$ cat config.mk
export PLATFORM = sky130hd
export DESIGN_NAME = serial_bitstream_tx
export DESIGN_NICKNAME = d
export VERILOG_FILES = /design/src/rtl/serial_tx_pkg.sv /design/src/rtl/serial_bitstream_tx.sv
export SDC_FILE = /design/constraint.sdc
export NUM_CORES = 1
export LEC_CHECK = 0
export CAP_MARGIN = 20
export CORE_UTILIZATION = 45
export DETAILED_ROUTE_END_ITERATION = 10
export PLACE_DENSITY = 0.79
export SLEW_MARGIN = 20
export SYNTH_ARGS = -nofsm -noshare
export SYNTH_HDL_FRONTEND = slang
export SYNTH_SLANG_ARGS = --single-unit
export TNS_END_PERCENT = 10
$ cat constraint.sdc
create_clock -name clk -period 1.6 [get_ports clk]
set_clock_uncertainty 0.1 [all_clocks]
set_input_delay 0.48 -clock clk [delete_from_list [all_inputs] [get_ports clk]]
set_output_delay 0.48 -clock clk [all_outputs]
set_load 0.01 [all_outputs]
$ cat src/rtl/serial_tx_pkg.sv
// Shared definitions for the serial bitstream transmitter: FSM state
// encoding and the default parameter values used by the top module.
package serial_tx_pkg;

    // Default word width in bits (legal range 2..32).
    localparam int DEFAULT_DATA_W    = 8;
    // 1 = bit DATA_W-1 leaves first, 0 = bit 0 leaves first.
    localparam int DEFAULT_MSB_FIRST = 1;
    // Line level driven on bit_out while no data bit is valid.
    localparam int DEFAULT_IDLE_BIT  = 0;

    // IDLE: shifter empty. SHIFT: shifter emitting one bit per cycle.
    typedef enum logic [0:0] {
        IDLE  = 1'b0,
        SHIFT = 1'b1
    } tx_state_e;

    // Bit counter width for a given word width (at least one bit).
    function automatic int cnt_width(input int data_w);
        return (data_w <= 2) ? 1 : $clog2(data_w);
    endfunction

endpackage : serial_tx_pkg

$ cat src/rtl/serial_bitstream_tx.sv
// Parallel-to-serial transmitter. Words enter through a valid/ready port,
// pass through an optional one-entry holding register, and are shifted out
// one bit per cycle. Back-to-back words form a gap-free stream; when the
// stream runs dry a one-cycle gap pulse marks the transition to idle.
//
// Handshake: a word transfers on a rising edge where in_valid and in_ready
// are both 1. in_ready is NOT hold_full, so it depends only on registered
// state. The source may assert in_valid at any time and should hold in_data
// stable until the transfer. While reset is high no transfer occurs even
// though in_ready reads 1.
module serial_bitstream_tx
    import serial_tx_pkg::*;
#(
    parameter int DATA_W    = DEFAULT_DATA_W,
    parameter int MSB_FIRST = DEFAULT_MSB_FIRST,
    parameter int IDLE_BIT  = DEFAULT_IDLE_BIT
) (
    input  logic              clk,
    input  logic              reset,
    input  logic [DATA_W-1:0] in_data,
    input  logic              in_valid,
    output logic              in_ready,
    output logic              bit_out,
    output logic              bit_valid,
    output logic              word_start,
    output logic              gap,
    output logic [0:0]        dbg_state
);

    // Legacy-compatible state constants, tied to the package enum.
    localparam logic [0:0] ST_IDLE  = 1'(IDLE);
    localparam logic [0:0] ST_SHIFT = 1'(SHIFT);

    localparam int              CNT_W    = cnt_width(DATA_W);
    localparam logic [CNT_W-1:0] LAST_CNT = CNT_W'(DATA_W - 1);
    localparam logic            IDLE_LVL = (IDLE_BIT != 0);
    localparam bit              SEND_MSB = (MSB_FIRST != 0);

    // Reject unsupported word widths at elaboration time.
    if (DATA_W < 2 || DATA_W > 32) begin : g_bad_width
        $error("serial_bitstream_tx: DATA_W must be in 2..32");
    end

    // Registered state.
    logic [0:0]        state_q;
    logic [0:0]        state_d;
    logic [CNT_W-1:0]  bit_cnt_q;
    logic [CNT_W-1:0]  bit_cnt_d;
    logic [DATA_W-1:0] shreg_q;
    logic [DATA_W-1:0] shreg_d;
    logic [DATA_W-1:0] hold_q;
    logic              hold_full_q;
    logic              gap_q;

    // Per-edge decisions.
    logic              accept;
    logic              shifter_free;
    logic              load_hold;
    logic              load_bypass;
    logic              load_any;
    logic              write_hold;
    logic              leave_shift;
    logic [DATA_W-1:0] shreg_shifted;
    logic              head_bit;

    assign in_ready = ~hold_full_q;
    assign accept   = in_valid & in_ready;

    // The shifter can take a new word when it is empty or on its last bit.
    assign shifter_free = (state_q == ST_IDLE) ||
                          ((state_q == ST_SHIFT) && (bit_cnt_q == LAST_CNT));

    // A held word always has priority; otherwise the incoming word bypasses
    // the holding register so an idle line starts on the very next cycle.
    assign load_hold   = shifter_free & hold_full_q;
    assign load_bypass = shifter_free & ~hold_full_q & accept;
    assign load_any    = load_hold | load_bypass;

    // Words that cannot go straight into the shifter are parked.
    assign write_hold  = accept & (~shifter_free | load_hold);

    // Last bit finished and nothing to follow: the stream goes idle.
    assign leave_shift = (state_q == ST_SHIFT) & shifter_free & ~load_any;

    // One-bit advance toward the transmit end of the shifter.
    assign shreg_shifted = SEND_MSB ? {shreg_q[DATA_W-2:0], 1'b0}
                                    : {1'b0, shreg_q[DATA_W-1:1]};

    assign head_bit = SEND_MSB ? shreg_q[DATA_W-1] : shreg_q[0];

    // Next-state logic for the FSM, bit counter and shifter.
    always_comb begin
        state_d   = state_q;
        bit_cnt_d = bit_cnt_q;
        shreg_d   = shreg_q;
        if (load_hold) begin
            state_d   = ST_SHIFT;
            bit_cnt_d = '0;
            shreg_d   = hold_q;
        end else if (load_bypass) begin
            state_d   = ST_SHIFT;
            bit_cnt_d = '0;
            shreg_d   = in_data;
        end else if (leave_shift) begin
            state_d   = ST_IDLE;
            bit_cnt_d = '0;
        end else if (state_q == ST_SHIFT) begin
            bit_cnt_d = bit_cnt_q + CNT_W'(1);
            shreg_d   = shreg_shifted;
        end
    end

    // FSM, bit counter and shifter registers.
    always_ff @(posedge clk or posedge reset) begin
        if (reset) begin
            state_q   <= ST_IDLE;
            bit_cnt_q <= '0;
            shreg_q   <= '0;
        end else begin
            state_q   <= state_d;
            bit_cnt_q <= bit_cnt_d;
            shreg_q   <= shreg_d;
        end
    end

    // One-entry holding register: filled by a parked word, drained by a load.
    always_ff @(posedge clk or posedge reset) begin
        if (reset) begin
            hold_q      <= '0;
            hold_full_q <= 1'b0;
        end else begin
            if (write_hold) begin
                hold_q      <= in_data;
                hold_full_q <= 1'b1;
            end else if (load_hold) begin
                hold_full_q <= 1'b0;
            end
        end
    end

    // Gap pulse for the cycle after the stream drops back to idle.
    always_ff @(posedge clk or posedge reset) begin
        if (reset) begin
            gap_q <= 1'b0;
        end else begin
            gap_q <= leave_shift;
        end
    end

    // Outputs are decoded from registers only; in_data never reaches bit_out.
    assign bit_valid  = (state_q == ST_SHIFT);
    assign bit_out    = (state_q == ST_SHIFT) ? head_bit : IDLE_LVL;
    assign word_start = (state_q == ST_SHIFT) && (bit_cnt_q == '0);
    assign gap        = gap_q;
    assign dbg_state  = state_q;

endmodule : serial_bitstream_tx
==> flow_metrics.tcl, run 1 <==
set metrics [dict create \
    violations "negative setup slack" \
    ioPinCount 17 \
    dp_hpwl_um 1580 \
    dieArea_mm2 0.00269 \
    critical_path_class "register to primary output" \
    areaGrowthSynthToFinish_pct 29.6 \
    stdcell_count 161 \
    ys_async_sr_fraction_pct 100 \
    layout_common_cells "22 x dfrtp_1, 14 x buf_4, 13 x nand2_1" \
    chipWidth_um 51.8 \
    drtAntennaViolNets 0 \
    cts_max_level 1 \
    clock.fmax_mhz 566 \
    max_slew.worst_pin.slew_ns 0.283 \
    insertion_delay_ns 0.31 \
    total_power_mw 2.13 \
    start_util_pct 49.1 \
    synth_top_area_share_pct 49.3 \
    core_area_mm2 0.00228 \
    drc 0 \
    finalCritPeriodShare_pct 110 \
    relSlewSlack_pct 81.2 \
    crit_slowest_cell "dfrtp_1" \
    cap_violations 0 \
    dr_total_vias 851 \
    syn-num-nets 117 \
    cpPeakStageDelay_ns 0.42 \
    outcome "complete, but fails checks" \
    place.port_buffers 16 \
    worst-path-buf-inv 2 \
    grt_pass1_wl_um 4020 \
    critPathTopFamily "flip-flops" \
    clk_pin_slew_ns 0.12 \
    syn_area_per_cell_um2 10.8 \
    syn_area_mm2 0.00112 \
    hp-class "input pin to async pin" \
    grt_pass1_vias 890 \
    crit_path_start_kind "register" \
    setup_viol 10 \
    cp_data_required_time_ns 1.02 \
    ys_seq_elements 22 \
    synthCells 103 \
    vias_per_cell 5.29 \
    dp_slack_ns -0.325 \
    cp-end-kind "primary output" \
    grt_max_degree 23 \
    path_max_fanout 2 \
    yosys.area.top_type "dfrtp_1" \
    wl_per_cell_um 14.3 \
    p_leak_nw 0.686 \
    rsz0062_at_grt "true" \
    antenna_found_initial 0 \
    setup_slack_ns -0.166 \
    slew_viol_final 0 \
    cts_root_buf "clkbuf_4" \
    totalWireLength_um 2310 \
    yosysWarnings 0 \
    hold_viol_final 0 \
    path_cells "inv_2, ha_1, nand2_1, nor2_1, buf_2" \
    placed_cells 154 \
    first_pass_iters 4 \
    synth_ff_type "dfrtp_1" \
    cp.arrival_ns 1.19 \
    gp_congestion 0.800 \
    synth_area_leaders "dfrtp_1 49%, mux2_4 11%, o21ai_0 6.3%" \
    synth-seq-area-share_pct 49.3 \
    antenna_cells 0 \
    nNetsFinal 148 \
    numCtsBuffers 3 \
    first_iter_violations 11 \
    finalCriticalPeriod_ns 1.77 \
    synth_edf_count 0 \
    synth.distinct_cells 27 \
    drive_gt1_share_pct 32.3 \
    cts_tree "built" \
    ir_drop_uv 1030 \
    ctsHoldBuffers 0 \
    clock_path_buffers 2 \
    row_count 17 \
    grt_usage_pct 20.4 \
    final_common_cell "dfrtp_1" \
    grt_overflow 0 \
    p_per_area_mw_per_mm2 1470 \
    dieHeight_um 51.8 \
    cts_sinks 22 \
]
==> per-stage QoR <==
step / cell area [um^2] / hold slack (ns) / TNS (ns) / utilization, %
final: 1450 / 0.396 / -1.37 / 63.6
after global routing: 1450 / 0.431 / -1.97 / 63.6
after CTS: 1430 / 0.399 / -1.41 / 62.9
after detailed placement: 1370 / 0.368 / -5.88 / 60.4
after global placement: 1370 / 0.365 / -4.74 / 60.4
after floorplan: 1130 / 0.342 / -0.202 / -
==> what timing repair did <==
item / in CTS / in global routing
cloned: 0 / 0
hold endpoints to repair: 0 / 0
pin swaps: 1 / 0
resized for setup: 23 / 10
setup endpoints to repair: 17 / 19
setup buffers: 3 / 0
==> cell usage after synthesis, drive strengths merged, types with 2 or more instances <==
cell and instances:
mux2 9, nor2 3, buf 5, and2b 4, ha 3, and2 2
nand2 13, a211oi 6, o21ai 15, a21oi 3, inv 5, nor2b 4
dfrtp 22, o22ai 2
==> layer usage <==
metal | vias to the layer above | wire length [um] | GRT usage (%) | part of all wire, %
li1 | 412 | - | - | -
met1 | 421 | 1110 | 26.4 | 48
met2 | 16 | 1090 | 32.3 | 47
met3 | 2 | 83 | 5.26 | 3.6
met4 | 0 | 20 | 8.11 | 0.87
met5 | - | 0 | 0 | 0
==> state kept, by name, summed over array words and instances (netlist names) <==
register,count
bit_cnt_q,3
bit_valid,1
gap,1
hold_full_q,1
hold_q,8
shreg_q,8
==> kinds of logic after synthesis <==
| family | after synthesis | synth area share, % |
|---|---|---|
| AND/OR/NAND/NOR | 29 | 14.1 |
| AO/OA/AOI/OAI | 28 | 14.9 |
| flip-flops | 22 | 49.3 |
| buffers and inverters | 12 | 6.61 |
| multiplexers | 9 | 11.8 |
| adder cells (fa/ha/maj) | 3 | 3.36 |
==> layout make-up <==
cell class | instances | area (um^2)
fillers | 200 | 828
flip-flops and latches | 22 | 551
multi-input cells | 69 | 542
repair buffers | 32 | 262
clock buffers | 4 | 36.3
well taps | 28 | 35.0
inverters | 6 | 22.5
==> power by group <==
group | switching (mW) | leakage, nW | total, mW | internal [mW]
clock network | 0.171 | 0.0210 | 0.310 | 0.139
registers | 0.129 | 0.272 | 0.907 | 0.778
logic | 0.401 | 0.393 | 0.910 | 0.508
==> worst reg2reg max path, stage by stage, from the launching register on <==
cell	delay, ns
dfrtp_1	0.41
buf_4	0.14
ha_4	0.15
ha_4	0.17
nor2b_4	0.11
and2_4	0.24
mux2_4	0.32
==> worst paths after layout <==
check | start | end | slack [ns] | cells after the start
setup / recovery | bit_cnt_q[1]$_DFFE_PP0P_ | word_start | -0.17 | 5
hold / removal | reset | hold_q[2]$_DFFE_PP0P_ | 0.40 | 3
setup reg to reg | bit_cnt_q[0]$_DFFE_PP0P_ | hold_q[4]$_DFFE_PP0P_ | -0.14 | 6
hold reg to reg | shreg_q[3]$_DFFE_PP0P_ | shreg_q[4]$_DFFE_PP0P_ | 0.40 | 2
max in group asynchronous | reset | bit_cnt_q[1]$_DFFE_PP0P_ | 0.78 | 3
min in group clk | shreg_q[3]$_DFFE_PP0P_ | shreg_q[4]$_DFFE_PP0P_ | 0.40 | 2
(Power assumes the default switching activity.)
==> run 2, diff against run 1 <==
- CTS_BUF_LIST: unset -> sky130_fd_sc_hd__clkbuf_4
- PLACE_DENSITY: 0.79 -> 0.76
- clock period: 1.6 -> 2 ns (I/O delays scaled with it)
==> run 2 against run 1 <==
Net effect: cell count decreased by 2.5%; clock power increased by 9.7%; critical endpoint unchanged; the flow now finishes without violations; hold slack better by 0.0088 ns.
==> flow_metrics.tcl, run 2 (same netlist as run 1, synthesis figures left out) <==
set metrics [dict create \
    layout_common_cells "22 x dfrtp_1, 14 x o21ai_0, 13 x nand2_1" \
    ir_drop_uv 1210 \
    reg.largest.list "hold_q (8), shreg_q (8), bit_cnt_q (3)" \
    drc 0 \
    drtAntennaViolNets 0 \
    outcome "complete, no violations" \
    totalWireLength_um 2260 \
    finalCriticalPeriod_ns 1.88 \
    max_slew.worst_pin.slew_ns 0.324 \
    antenna_found_initial 0 \
    insertion_delay_ns 0.31 \
    post-route-util_pct 61.2 \
    first_iter_violations 9 \
    grt_max_degree 23 \
    grt_overflow 0 \
    ctsHoldBuffers 0 \
    wl_per_cell_um 14.4 \
    cp.arrival_ns 1.18 \
    relSlewSlack_pct 78.4 \
    vias_per_cell 5.30 \
    chipWidth_um 51.8 \
    p_leak_nw 0.660 \
    cts_sinks 22 \
    hold_slack_ns 0.405 \
    grt_pass1_vias 900 \
    final_common_cell "dfrtp_1" \
    clock_path_buffers 2 \
    crit_path_start_kind "register" \
    cts_tree "built" \
    numCtsBuffers 3 \
    nNetsFinal 144 \
    gp_congestion 0.828 \
    rr_startpoint "bit_cnt_q[0]$_DFFE_PP0P_" \
    setup_viol 0 \
    hold_viol_final 0 \
    worstReg2RegEnd "hold_q[5]$_DFFE_PP0P_" \
    dp_hpwl_um 1620 \
    clk_pin_slew_ns 0.12 \
    rsz0062_at_grt "false" \
    p_per_area_mw_per_mm2 1230 \
    cts_root_buf "clkbuf_4" \
    clock.fmax_mhz 531 \
    row_count 17 \
    core_area_mm2 0.00228 \
    r2r_cells 6 \
    cp-end-kind "primary output" \
    start_util_pct 49.1 \
    grt_pass1_wl_um 3930 \
    ioPinCount 17 \
    slew_viol_final 0 \
    dieHeight_um 51.8 \
    grt_usage_pct 20.9 \
    hp-class "register to register" \
    cap_violations 0 \
    first_pass_iters 4 \
    dr_total_vias 832 \
    antenna_cells 0 \
    place.port_buffers 16 \
    cts_max_level 1 \
    areaGrowthSynthToFinish_pct 24.7 \
    dieArea_mm2 0.00269 \
    drive_gt1_share_pct 21.7 \
    dp_slack_ns -0.0330 \
    cp-startpoint "bit_valid$_DFFE_PP0P_" \
    cp-endpoint "word_start" \
    cp_data_required_time_ns 1.30 \
    setup_slack_ns 0.116 \
    ff2ff_setup_slack_ns 0.12 \
    critical_path_class "register to primary output" \
    path_max_fanout 3 \
    finalCritPeriodShare_pct 94.2 \
]
[run 2: cell count changes in the layout (fill, tap and decap cells not counted), moves of 2 or more]
| cell | change |
|---|---|
| o21ai_1 | -3 |
| ha_4 | -2 |
| buf_4 | -2 |
| dlygate4sd2_1 | +3 |
| buf_2 | -3 |
| buf_6 | -2 |
| ha_1 | +2 |
| o21ai_0 | +3 |
[run 2: stage by stage]
stage,cells,power [mW],setup TNS (ns),area [um^2]
floorplan,103,1.18,0,1120
global placement,151,1.36,0,1340
detailed placement,151,1.40,-0.255,1340
CTS,157,1.73,0,1390
global route,157,1.84,0,1390
finish,157,1.72,0,1390
[run 2: area by class of cell]
type / instances / area, um^2
Clock buffer: 3 / 22.5
Clock inverter: 1 / 30.0
Fill cell: 199 / 882
Inverter: 6 / 22.5
Multi-Input combinational cell: 69 / 493
Sequential cell: 22 / 551
Tap cell: 28 / 35.0
Timing Repair Buffer: 28 / 240
[run 2: layer usage]
metal	GRT usage, %	part of all wire [%]
met1	23.1	44
met2	37.2	50
met3	5.85	3.3
met4	8.56	2.3
met5	0	0
[run 2: repair_timing]
action	in CTS	in global routing
gates resized for setup	8	0
setup endpoints to repair	5	0
buffers inserted	2	0
[run 2: how the worst min path moves through the flow]
stage,from,to,cells after the start
floorplan,shreg_q[5]$_DFFE_PP0P_,shreg_q[6]$_DFFE_PP0P_,2
global placement,shreg_q[4]$_DFFE_PP0P_,shreg_q[5]$_DFFE_PP0P_,2
detailed placement,shreg_q[4]$_DFFE_PP0P_,shreg_q[5]$_DFFE_PP0P_,2
CTS,shreg_q[4]$_DFFE_PP0P_,shreg_q[5]$_DFFE_PP0P_,2
global route,shreg_q[2]$_DFFE_PP0P_,shreg_q[3]$_DFFE_PP0P_,2
finish,shreg_q[4]$_DFFE_PP0P_,shreg_q[5]$_DFFE_PP0P_,2
[run 2: critical path, stage by stage (launching register included)]
cell	delay (ns)
dfrtp_1	0.40
buf_4	0.14
buf_4	0.13
nand2_1	0.05
nor2_1	0.03
buf_2	0.13
[run 2: power breakdown]
| group | leakage [nW] | switching, mW | internal [mW] |
|---|---|---|---|
| clock | 0.0279 | 0.137 | 0.203 |
| sequential | 0.272 | 0.0977 | 0.623 |
| combinational | 0.360 | 0.299 | 0.356 |
